==> src/rtl/ex_hazard_ctrl.sv <==
// ----------------------------------------------------------------------------
// ex_hazard_ctrl
//
// Pipeline controller for the EX stage of a classic five-stage pipeline. It
// sits beside the IF/ID, ID/EX and EX/MEM pipeline registers and drives their
// enable, bubble and flush controls. It provides four functions:
//   * load-use hazard detection: stalls IF/ID for one cycle and bubbles ID/EX
//     while a load in EX feeds an instruction waiting in ID.
//   * operand forwarding selects for the two EX ALU operands.
//   * multi-cycle MDU (mul/div) sequencing: holds EX and bubbles EX/MEM
//     until the MDU result is ready.
//   * wrong-path flush when MEM resolves a taken branch.
//
// Parameters
//   MDU_LATENCY   cycles an MDU op occupies EX (must be >= 2)
//   STALL_CNT_W   width of the saturating stall-cycle counter
//
// Ports
//   clk               clock, all state updates on the rising edge
//   reset             synchronous, active-high
//   id_valid          ID holds a real instruction
//   id_rs, id_rt      ID source registers
//   id_uses_rt        ID instruction reads rt
//   ex_valid          EX holds a real instruction
//   ex_rs, ex_rt      EX source registers
//   ex_mem_read       EX instruction is a load
//   ex_rd             EX destination register
//   ex_mdu_start      EX instruction is an MDU op (held while it sits in EX)
//   mem_reg_write     MEM instruction writes a register
//   mem_rd            MEM destination register
//   mem_branch_taken  MEM resolved a taken branch
//   wb_reg_write      WB instruction writes a register
//   wb_rd             WB destination register
//   pc_write          PC enable
//   if_id_write       IF/ID enable
//   id_ex_write       ID/EX enable (0 holds the instruction in EX)
//   id_ex_bubble      load a NOP into ID/EX
//   ex_mem_bubble     load a NOP into EX/MEM
//   flush_if_id       clear IF/ID
//   flush_id_ex       clear ID/EX
//   mdu_busy          high while the MDU sequencer is in its busy state
//   fwd_a, fwd_b      ALU operand select: 00 register file, 10 EX/MEM,
//                     01 MEM/WB
//   stall_count       number of cycles with pc_write low, saturating
// ----------------------------------------------------------------------------
module ex_hazard_ctrl #(
    parameter int MDU_LATENCY = 4,
    parameter int STALL_CNT_W = 16
) (
    input  logic                   clk,
    input  logic                   reset,

    input  logic                   id_valid,
    input  logic [4:0]             id_rs,
    input  logic [4:0]             id_rt,
    input  logic                   id_uses_rt,

    input  logic                   ex_valid,
    input  logic [4:0]             ex_rs,
    input  logic [4:0]             ex_rt,
    input  logic                   ex_mem_read,
    input  logic [4:0]             ex_rd,
    input  logic                   ex_mdu_start,

    input  logic                   mem_reg_write,
    input  logic [4:0]             mem_rd,
    input  logic                   mem_branch_taken,

    input  logic                   wb_reg_write,
    input  logic [4:0]             wb_rd,

    output logic                   pc_write,
    output logic                   if_id_write,
    output logic                   id_ex_write,
    output logic                   id_ex_bubble,
    output logic                   ex_mem_bubble,
    output logic                   flush_if_id,
    output logic                   flush_id_ex,
    output logic                   mdu_busy,
    output logic [1:0]             fwd_a,
    output logic [1:0]             fwd_b,
    output logic [STALL_CNT_W-1:0] stall_count
);

    // ------------------------------------------------------------------------
    // Local constants and types
    // ------------------------------------------------------------------------
    localparam int CNT_W = $clog2(MDU_LATENCY);

    // The start cycle is the first EX cycle and the release cycle is the
    // last, so the busy state sees MDU_LATENCY-2 stall cycles before release.
    localparam logic [CNT_W-1:0] CNT_LOAD = CNT_W'(MDU_LATENCY - 2);

    localparam logic [1:0] FWD_REG   = 2'b00;
    localparam logic [1:0] FWD_EXMEM = 2'b10;
    localparam logic [1:0] FWD_MEMWB = 2'b01;

    typedef enum logic {
        RUN      = 1'b0,
        MDU_BUSY = 1'b1
    } state_t;

    state_t           state;
    logic [CNT_W-1:0] cnt;

    // ------------------------------------------------------------------------
    // Hazard conditions
    // ------------------------------------------------------------------------
    logic branch_flush;
    logic mdu_enter;
    logic mdu_hold;
    logic load_use;
    logic rs_dep;
    logic rt_dep;

    assign branch_flush = mem_branch_taken;

    // A new MDU op is accepted only from RUN; while busy, ex_mdu_start is
    // simply the same op still sitting in EX.
    assign mdu_enter = (state == RUN) && ex_valid && ex_mdu_start;
    assign mdu_hold  = (state == MDU_BUSY) && (cnt != '0);

    assign rs_dep   = (ex_rd == id_rs);
    assign rt_dep   = id_uses_rt && (ex_rd == id_rt);

    // r0 is hardwired to zero, so a load targeting it never creates a hazard.
    // Load-use only takes effect when neither branch nor MDU claims the
    // cycle, which restricts it to RUN and the MDU release cycle.
    assign load_use = id_valid && ex_valid && ex_mem_read && (ex_rd != 5'd0)
                      && (rs_dep || rt_dep);

    // ------------------------------------------------------------------------
    // Forwarding
    // ------------------------------------------------------------------------
    // The EX/MEM result is younger than MEM/WB, so it wins when both match.
    function automatic logic [1:0] fwd_sel(input logic [4:0] src);
        if (mem_reg_write && (mem_rd != 5'd0) && (mem_rd == src)) begin
            return FWD_EXMEM;
        end
        if (wb_reg_write && (wb_rd != 5'd0) && (wb_rd == src)) begin
            return FWD_MEMWB;
        end
        return FWD_REG;
    endfunction

    // ------------------------------------------------------------------------
    // Pipeline control (combinational, priority branch > MDU > load-use)
    // ------------------------------------------------------------------------
    always_comb begin
        // NOTE: every output gets a default before any branch so no path
        // leaves a value unassigned, which would otherwise infer a latch.
        pc_write      = 1'b1;
        if_id_write   = 1'b1;
        id_ex_write   = 1'b1;
        id_ex_bubble  = 1'b0;
        ex_mem_bubble = 1'b0;
        flush_if_id   = 1'b0;
        flush_id_ex   = 1'b0;
        mdu_busy      = 1'b0;
        fwd_a         = FWD_REG;
        fwd_b         = FWD_REG;

        if (!reset) begin
            mdu_busy = (state == MDU_BUSY);
            fwd_a    = fwd_sel(ex_rs);
            fwd_b    = fwd_sel(ex_rt);

            if (branch_flush) begin
                // Kill the two wrong-path instructions behind the branch and
                // squash whatever EX would hand to MEM; fetch continues from
                // the branch target.
                flush_if_id   = 1'b1;
                flush_id_ex   = 1'b1;
                ex_mem_bubble = 1'b1;
            end else if (mdu_enter || mdu_hold) begin
                // Freeze everything up to and including EX; MEM sees NOPs
                // until the MDU result is ready.
                pc_write      = 1'b0;
                if_id_write   = 1'b0;
                id_ex_write   = 1'b0;
                ex_mem_bubble = 1'b1;
            end else if (load_use) begin
                // Hold the consumer in ID for one cycle while the load moves
                // on to MEM, and send a NOP into EX behind it.
                pc_write     = 1'b0;
                if_id_write  = 1'b0;
                id_ex_bubble = 1'b1;
            end
        end
    end

    // ------------------------------------------------------------------------
    // MDU sequencer
    // ------------------------------------------------------------------------
    always_ff @(posedge clk) begin
        // NOTE: sequential state uses non-blocking assignments so every
        // register samples the pre-edge values, independent of block order.
        if (reset) begin
            state <= RUN;
            cnt   <= '0;
        end else if (branch_flush) begin
            // A taken branch kills the MDU op in EX, including one that is
            // just arriving this cycle.
            state <= RUN;
            cnt   <= '0;
        end else begin
            case (state)
                RUN: begin
                    if (mdu_enter) begin
                        state <= MDU_BUSY;
                        cnt   <= CNT_LOAD;
                    end
                end
                MDU_BUSY: begin
                    if (cnt != '0) begin
                        cnt <= cnt - CNT_W'(1);
                    end else begin
                        // Release cycle: EX/MEM captures the result now.
                        state <= RUN;
                    end
                end
                default: begin
                    state <= RUN;
                    cnt   <= '0;
                end
            endcase
        end
    end

    // ------------------------------------------------------------------------
    // Stall-cycle counter
    // ------------------------------------------------------------------------
    always_ff @(posedge clk) begin
        if (reset) begin
            stall_count <= '0;
        end else if (!pc_write && (stall_count != '1)) begin
            stall_count <= stall_count + STALL_CNT_W'(1);
        end
    end

endmodule

==> config.mk <==
export PLATFORM = sky130hd
export DESIGN_NAME = ex_hazard_ctrl
export DESIGN_NICKNAME = d
export VERILOG_FILES = /design/src/rtl/ex_hazard_ctrl.sv
export SDC_FILE = /design/constraint.sdc
export NUM_CORES = 1
export LEC_CHECK = 0
export CAP_MARGIN = 15
export CORE_MARGIN = 2
export CORE_UTILIZATION = 41
export DETAILED_ROUTE_END_ITERATION = 12
export PLACE_DENSITY_LB_ADDON = 0.12
export SYNTH_ARGS = -nofsm -noshare
export SYNTH_HDL_FRONTEND = slang
export SYNTH_SLANG_ARGS = --single-unit
==> constraint.sdc <==
create_clock -name clk -period 2.6 [get_ports clk]
set_input_delay 0.52 -clock clk [delete_from_list [all_inputs] [get_ports clk]]
set_output_delay 0.52 -clock clk [all_outputs]
set_load 0.01 [all_outputs]
### After elaboration in Yosys (flattened, before gate mapping)

Index checks and enable logic that the tools add are counted.

* add/subtract/negate cells: 2
* reduce and logical (&&, ||, !) cells: 24
* bitwise gates (word level): 1
* mux-type cells: 43
* equal/unequal tests: 9

Operator list (number)
* equality test 5 bit: 6
* two-way mux 1 bit: 29
* two-way mux 2 bit: 12
* adder 16 x 1 -> 16 bit (second input constant): 1
* inequality test 16 bit (second input constant): 1
* logical AND 1 bit: 15
* nonzero test 5 bit: 3
* one-hot mux 2 bit (2 select lines): 1
* logical OR 1 bit: 2
* inequality test 2 x 1 -> 1 bit (second input constant): 1
* inequality test 2 bit (second input constant): 1
* one-hot mux 1 bit (2 select lines): 1
* AND reduction 2 bit: 1
* nonzero test 2 bit: 1
* OR reduction 2 bit: 1
* subtractor 2 x 1 -> 2 bit (second input constant): 1
* zero test 1 bit: 1
* inverter 1 bit: 1

* input bits: 45
* bits in registers: 19
* output and inout bits: 28

### Longest topological paths before layout

* word-level depth: 10
* gate-level depth with buffers: 11
* depth with buffers taken out: 10

### Worst setup path after synthesis

No wires, ideal clock.

* kind: input to output
* from: input mem_rd[1]
* to: output fwd_a[0]
* arrival: 1.883 ns
* path buffers: 0
* path slack: 0.197 ns
* data required time: 2.080 ns
* cell stages on the path: 4
* cell sequence: or4_1 -> o21ai_0 -> nor3_1 -> nor4_1

* longest elaborated chain between the ends: 7

Ends and longest elaborated chain
* from (decl): line 66 `input logic [4:0] mem_rd,`
* nonzero test 5 bit: line 137 `if (mem_reg_write && (mem_rd != 5'd0) && (mem_rd == src)) begin`
* logical AND 1 bit: line 137
* logical AND 1 bit *: line 137
* two-way mux 1 bit *: line 137
* two-way mux 1 bit *: line 163 `if (!reset) begin`
* two-way mux 2 bit *: line 140 `if (wb_reg_write && (wb_rd != 5'd0) && (wb_rd == src)) begin`
* two-way mux 2 bit *: line 163
* to (decl): line 80 `output logic [1:0] fwd_a,`

Every way passes the cells marked *; elsewhere a longest branch is shown, timed or not. The select of a mux whose other input is x is not followed.

### Final worst setup path

* from: input wb_rd[0]
* to: output fwd_a[0]

* longest elaborated chain between the ends: 9

Ends and longest elaborated chain
* from (decl): line 70 `input logic [4:0] wb_rd,`
* nonzero test 5 bit: line 140
* logical AND 1 bit: line 140
* logical AND 1 bit *: line 140
* two-way mux 1 bit (2 in a row): line 140
* two-way mux 1 bit: line 163
* two-way mux 2 bit *: line 143 `return FWD_REG;`
* two-way mux 2 bit *: line 140
* two-way mux 2 bit *: line 163

Marked as above.

==> reports/metrics.csv <==
stage,metric,value,unit
place,gp_congestion,0.864,
detailed_routing,vias_per_cell,5.18,
die,core-area,0.00342,mm2
synthesis,yosys_warnings,0,
synthesis,synth_ff_type,dfxtp_1,
synthesis,synth_commonest_cells,"xnor2_1, dfxtp_1, a21oi_1",
worst_setup_path,critPathTopFamily,simple AND/OR/NAND/NOR gates,
clocking,hold_buffers,0,
worst_setup_path,start_kind,primary input,
layout,antennaDiodeCount,0,
synthesis,syn_area,0.00150,mm2
pwr,p_total,0.000673,W
timing,min_period,2.54,ns
global_routing,antenna_found_initial,0,
worst_setup_path,cp_slowest_cell,or4_4,
detailed_routing,wl,4170,um
global_routing,grt_max_degree,15,
global_routing,grt_pass1_wl,6470,um
pwr,power.density,262,mW/mm2
detailed_routing,drt_iter0_markers,106,
clocking,clock-sinks,19,
die,dieArea,0.00416,mm2
detailed_routing,antenna_left,0,
global_routing,overflow,0,
timing,finalClockSkew,0.0186,ns
worst_setup_path,crit_chain,clkdlybuf4s50_1 -> o21ai_1 -> or4_4 -> nor4_4 -> buf_2,
clocking,cts_tree,yes,
layout,layout.nets,334,
timing,hold_violations,0,
pwr,leakagePower,1.03,nW
die,start_util,0.439,
synthesis,yosysTopAreaCell,dfxtp_1,
worst_setup_path,cp_max_fo,2,
pwr,peakVddDrop,168,uV
detailed_routing,drcViolationCount,0,
synthesis,async_flop_share,0,
synthesis,yosysMostFrequentCell,xnor2_1,
die,ios,73,
layout,area_delta_synth_final,71.2,%
pwr,p_switching,0.000186,W
worst_setup_path,arrival,2.02,ns
place,dp_hpwl,3110,um
synthesis,synth_edf_count,0,
layout,fin_util,0.752,
place,dp_cells,326,
die,die_width,64.5,um
synthesis,yosysTopAreaCellShare,0.254,
worst_setup_path,endpoint_kind,primary output,
global_routing,first_global_vias,1446,
synthesis,ys_seq_area_frac,0.254,
synthesis,synth_cell_types,40,
clocking,cts_max_level,1,
min_path,worstHoldPathCells,1,
synthesis,syn_nets,232,
detailed_routing,wl_met1,1880,um
status,outcome,"finished, final reports clean",
worst_setup_path,critPathBufInv,2,
timing,worstMarginPinSlew,0.543,ns
pwr,intPower,0.000487,W
pwr,pwr-share-clk,0.234,
worst_setup_path,worstSetupPathType,primary input to primary output,
layout,nFillCells,261,
detailed_routing,drt_pass1_iterations,4,
synthesis,yosys-top-cells-area,"dfxtp_1, xnor2_1, xor2_1, a21oi_1, or4_1",
pwr,combPwrFrac,0.329,
detailed_routing,topRoutingLayerUsed,met4,
detailed_routing,wire_per_inst,12.6,um
worst_setup_path,ff2ff_path_depth,10,
flow_run,cap_violations,0,
worst_setup_path,critical-path-max-stage-delay,0.50,ns
pwr,p_sw_frac,0.276,
die,die_h,64.5,um
worst_setup_path,path_depth,5,
timing,slew_headroom,0.637,
synthesis,syn_inst,185,
worst_setup_path,worstPathRequired,2.08,ns
clocking,clk_path_buf_depth,2,
timing,max_freq,0.393,GHz
layout,drive_above_1_share,0.210,
detailed_routing,wl_met2,2010,um
timing,finalMaxSlewViolations,0,
clocking,clk_latency,0.31,ns
die,rows,21,
timing,fin_crit_sh,0.979,
timing,setup-violations-final,0,
pwr,p_seq_frac,0.437,
synthesis,ys_seq_elements,19,
global_routing,grtUsageTotal,0.195,
clocking,cts_buffers,3,
min_path,hold_path_class,flip-flop to flip-flop,
clocking,cts_root_buf,clkbuf_4,
detailed_routing,dr_total_vias,1721,
detailed_routing,wl_met3,216,um
clocking,clk_pin_slew,0.10,ns
layout,final-instance-count-excl-fill,332,
synthesis,syn_avg_cell_area,8.11,um2
timing,rsz0062_at_grt,false,
place,port-buffer-count,72,
-- final timing paths --
check / startpoint / slack, ns / to
worst min register to register: stall_count[4] / 0.52 / stall_count[4]
worst max register to register: cnt[0] / 0.35 / stall_count[7]
worst max-delay path: wb_rd[0] / 0.06 / fwd_a[0]
worst min-delay path: stall_count[4] / 0.52 / stall_count[4]
-- power by group through the flow --
| stage | sequential [W] | combinational, W | clock (W) |
|---|---|---|---|
| finish | 0.000294 | 0.000221 | 0.000158 |
| global route | 0.000294 | 0.000236 | 0.000173 |
| CTS | 0.000294 | 0.000214 | 0.000160 |
| detailed placement | 0.000300 | 0.000206 | 0 |
| global placement | 0.000300 | 0.000205 | 0 |
| floorplan | 0.000301 | 0.0000767 | 0 |
-- what timing repair did --
item	CTS	global route
setup endpoints to repair	8	7
setup buffers	0	1
resized for setup	32	19
cloned	1	0
pin swaps	3	5
-- logic make-up (layout without fill, tap and decap cells) --
kind of cell,count (synthesis),in the layout,synth area share
flops,19,19,0.254
buf+inv,15,116,0.0634
simple gates,81,81,0.336
xor+xnor,31,31,0.181
compound gates,35,35,0.135
mux,2,2,0.0142
fa+ha+maj,2,2,0.0167
-- cell type report --
type	instances	area, um2	area share
multi-input combinational	151	1070	0.418
timing repair buffer	104	1000	0.389
sequential	19	380	0.148
tap	46	57.6	0.0224
inverter	8	30.0	0.0117
clock buffer	3	22.5	0.00877
clock inverter	1	5.00	0.00195
-- cells in the final DEF (no fill, tap or decap), types with 2 or more instances in the layout --
cell	instances
o31ai_1	6
or4_4	3
o21ai_0	9
nand4_1	3
nor3_1	8
clkbuf_4	3
xnor2_1	22
buf_4	30
nand2b_1	2
inv_1	7
nor4_4	2
xor2_1	9
ha_1	2
dfxtp_1	19
nand4_4	2
nor2b_1	4
clkdlybuf4s50_1	49
or4_1	6
nand2_1	12
a21oi_1	15
nand3_1	11
buf_2	4
nor4_1	2
nor2_1	10
or3_1	5
dlygate4sd2_1	7
dlymetal6s2s_1	12
-- through the flow --
step                      hold WS (ns)  cell area (um2)  TNS, ns  worst slack, ns
after floorplan                  0.508             1500        0            0.197
after global placement           0.481             2440    -3.78           -0.521
after detailed placement         0.501             2440    -4.18           -0.615
after CTS                        0.515             2500  -0.0504          -0.0504
after global routing             0.540             2570        0           0.0153
final                            0.525             2570        0           0.0555
-- metal layers --
metal,up-vias,GRT usage
li1,866,-
met1,787,0.265
met4,0,0.0638
met2,62,0.310
met5,-,0
met3,6,0.0399
-- state kept, by name, summed over array words and instances, names as in the netlist --
register     count
cnt              2
stall_count     16
state            1
(Power assumes the default switching activity.)
